===== config.mk =====
export PLATFORM = sky130hd
export DESIGN_NAME = dec24
export DESIGN_NICKNAME = d
export VERILOG_FILES = /design/src/rtl/dec24.sv
export SDC_FILE = /design/constraint.sdc
export NUM_CORES = 1
export LEC_CHECK = 0
export BUFFER_PORTS_ARGS = -buffer_cell sky130_fd_sc_hd__buf_2
export CAP_MARGIN = 20
export CORE_AREA = 2 2 39 41
export CTS_CLUSTER_SIZE = 8
export DETAILED_ROUTE_END_ITERATION = 7
export DIE_AREA = 0 0 41 43
export SLEW_MARGIN = 25
export SYNTH_ARGS = -nofsm -noshare
export SYNTH_HDL_FRONTEND = slang
export SYNTH_SLANG_ARGS = --single-unit

===== constraint.sdc =====
create_clock -name clk -period 0.8 [get_ports clk]
set_input_delay 0.08 -clock clk [delete_from_list [all_inputs] [get_ports clk]]
set_output_delay 0.08 -clock clk [all_outputs]
set_load 0.005 [all_outputs]

===== src/rtl/dec24.sv =====
// rtl/dec24.sv - registered N-to-2**N line decoder with enable and valid flag
// Q is one-hot (or one-cold when ACTIVE_LOW) while valid, otherwise the idle pattern.
module dec24 #(
  parameter int IN_W       = 2,
  parameter int OUT_W      = 2 ** IN_W,
  parameter int ACTIVE_LOW = 0
) (
  input  logic             clk,
  input  logic             rst,
  input  logic             en,
  input  logic [IN_W-1:0]  I,
  output logic [OUT_W-1:0] Q,
  output logic             valid
);

  localparam logic [OUT_W-1:0] IDLE_PAT = (ACTIVE_LOW != 0) ? {OUT_W{1'b1}} : {OUT_W{1'b0}};

  logic [OUT_W-1:0] onehot;
  logic [OUT_W-1:0] q_d, q_q;
  logic             valid_d, valid_q;

  always_comb begin
    onehot    = '0;
    onehot[I] = 1'b1;
    q_d       = IDLE_PAT;
    valid_d   = 1'b0;
    if (en) begin
      q_d     = (ACTIVE_LOW != 0) ? ~onehot : onehot;
      valid_d = 1'b1;
    end
  end

  // Reset wins over en and I; disable drops to idle rather than holding.
  always_ff @(posedge clk) begin
    if (rst) begin
      q_q     <= IDLE_PAT;
      valid_q <= 1'b0;
    end else begin
      q_q     <= q_d;
      valid_q <= valid_d;
    end
  end

  assign Q     = q_q;
  assign valid = valid_q;

endmodule


==> impl_metrics.env <==
export IMPL_n_fill_cell=156
export IMPL_n_antenna_cell=0
export IMPL_tightest_slew_ns=0.242
export IMPL_dr_wl_met3_um=62
export IMPL_cts_tree="built"
export IMPL_syn_to_final_growth_pct=60.8
export IMPL_rsz0062_at_grt="no"
export IMPL_period_share=0.911
export IMPL_initial_core_util=0.108
export IMPL_endpoint_kind="output pin"
export IMPL_num_vias=125
export IMPL_synth_avg_cell_area_um2=15.0
export IMPL_drive_gt1_frac=0.609
export IMPL_drt_iter0_markers=1
export IMPL_clk_pin_slew_ns=0.04
export IMPL_cts_resized_gates=0
export IMPL_synth_seq_area_share=0.667
export IMPL_whs_endpoint="Q[0]$_SDFF_PP0_"
export IMPL_critical_path_required_ns=0.72
export IMPL_hold_slack_ns=0.0425
export IMPL_place_gp_congestion=0.581
export IMPL_p_per_area_mw_per_mm2=2400
export IMPL_hp_start="I[0]"
export IMPL_slew_headroom=0.836
export IMPL_wl_per_cell_um=8.56
export IMPL_grt_max_degree=6
export IMPL_cts_hold_buf=0
export IMPL_max_clock_path_buffers=2
export IMPL_grt_usage=0.0544
export IMPL_clock_fmax_ghz=1.37
export IMPL_peakVddDrop_mv=0.404
export IMPL_critPathTopFamily="flip-flops"
export IMPL_leakagePower_nw=0.115
export IMPL_critPathLaunchType="register"
export IMPL_hold_viol=0
export IMPL_cts_buffers=3
export IMPL_yosysWarningCount=0
export IMPL_crit_buf_inv=1
export IMPL_htreeDepth=1
export IMPL_critical_path_class="reg -> out"
export IMPL_drt_total_wl_um=334
export IMPL_die_width_um=41
export IMPL_maxCapViolations=0
export IMPL_drc_errors=0
export IMPL_status="finished, final reports clean"
export IMPL_ioPinCount=10
export IMPL_finalMaxSlewViolations=0
export IMPL_synthCells=10
export IMPL_fp_coreArea_mm2=0.00138
export IMPL_setup_viol=0
export IMPL_period_minus_slack_ns=0.729
export IMPL_row_count=14
export IMPL_netlist_area_um2=150
export IMPL_post_cts_buffers=0
export IMPL_grt_pass1_wl_um=496
export IMPL_vias_per_cell=3.21
export IMPL_cp_cell_sequence="buf_2"
export IMPL_wl_met1_um=158
export IMPL_grt_overflow=0
export IMPL_wl_met2_um=108
export IMPL_fin_setup_tns_ns=0
export IMPL_io_buffers=9
export IMPL_cp_slowest_cell="dfxtp_1"
export IMPL_grt_pass1_vias=129
export IMPL_first_pass_iters=3
export IMPL_antenna_found_initial=0
export IMPL_die_h_um=43
export IMPL_die_area_mm2=0.00176
export IMPL_clock_sinks=5
export IMPL_ys_ff_latch=5
export IMPL_synth_cell_types=5
export IMPL_crit_arrival_ns=0.65
export IMPL_drtAntennaViolNets=0
export IMPL_synth_nets=15
export IMPL_nets=29
export IMPL_top_layer="met4"
export IMPL_worstHoldPathCells=2
export IMPL_hp_class="in -> reg"
export IMPL_crit_fanout=1
export IMPL_slowest_delay_ns=0.31
export IMPL_cts_root_buf="clkbuf_4"
## layer usage
metal / vias up / GRT usage
met5: - / 0
met4: 0 / 0.0800
met3: 2 / 0.0628
met2: 10 / 0.0375
met1: 49 / 0.0584
li1: 64 / -
## cells in the final DEF, fill, tap and decap left out
| master | count |
|---|---|
| and4b_1 | 1 |
| clkbuf_1 | 1 |
| dfxtp_1 | 5 |
| and4bb_2 | 2 |
| buf_2 | 9 |
| clkbuf_4 | 3 |
| nor2b_1 | 1 |
| nor4b_1 | 1 |
## metrics by stage
step	cells	power [mW]	worst slack (ns)	cell area, um^2	util
after floorplan	10	0.275	0.388	150	-
after global placement	35	0.298	0.210	215	0.156
after detailed placement	35	0.300	0.208	215	0.156
after CTS	39	0.599	0.0531	241	0.175
after global routing	39	0.621	0.0245	241	0.175
final	39	0.580	0.0710	241	0.175
## area by class of cell
type                    instances  area [um^2]  area share
multi-input cells               5         50.0       0.207
clock buffers                   4         26.3       0.109
well taps                      16         20.0      0.0829
repair buffers                  9         45.0       0.187
flip-flops and latches          5          100       0.415
## report_power, final
| group | internal [mW] | switching, mW |
|---|---|---|
| sequential | 0.258 | 0.00177 |
| combinational | 0.0200 | 0.0147 |
| clock | 0.188 | 0.0971 |
## synth_stat cells
cell type / count / area [um^2]
and4b_1: 1 / 10.0
and4bb_2: 2 / 25.0
dfxtp_1: 5 / 100
nor2b_1: 1 / 6.26
nor4b_1: 1 / 8.76
## logic make-up after synthesis
logic type | share of synthesized area
flops | 0.667
simple gates | 0.333
## worst max path at each step
stage	startpoint	to	slack (ns)	cells after the start
final	Q[3]$_SDFF_PP0_	Q[3]	0.07	1
after global routing	Q[3]$_SDFF_PP0_	Q[3]	0.02	1
after CTS	Q[3]$_SDFF_PP0_	Q[3]	0.05	1
after detailed placement	I[1]	Q[0]$_SDFF_PP0_	0.21	2
after global placement	I[1]	Q[0]$_SDFF_PP0_	0.21	2
after floorplan	I[1]	Q[0]$_SDFF_PP0_	0.39	1
## flip-flops by register name, indices dropped and copies added, names as in the netlist
| register | count |
|---|---|
| valid | 1 |
| Q | 4 |
Note: power is estimated with default switching activity, not from simulation.
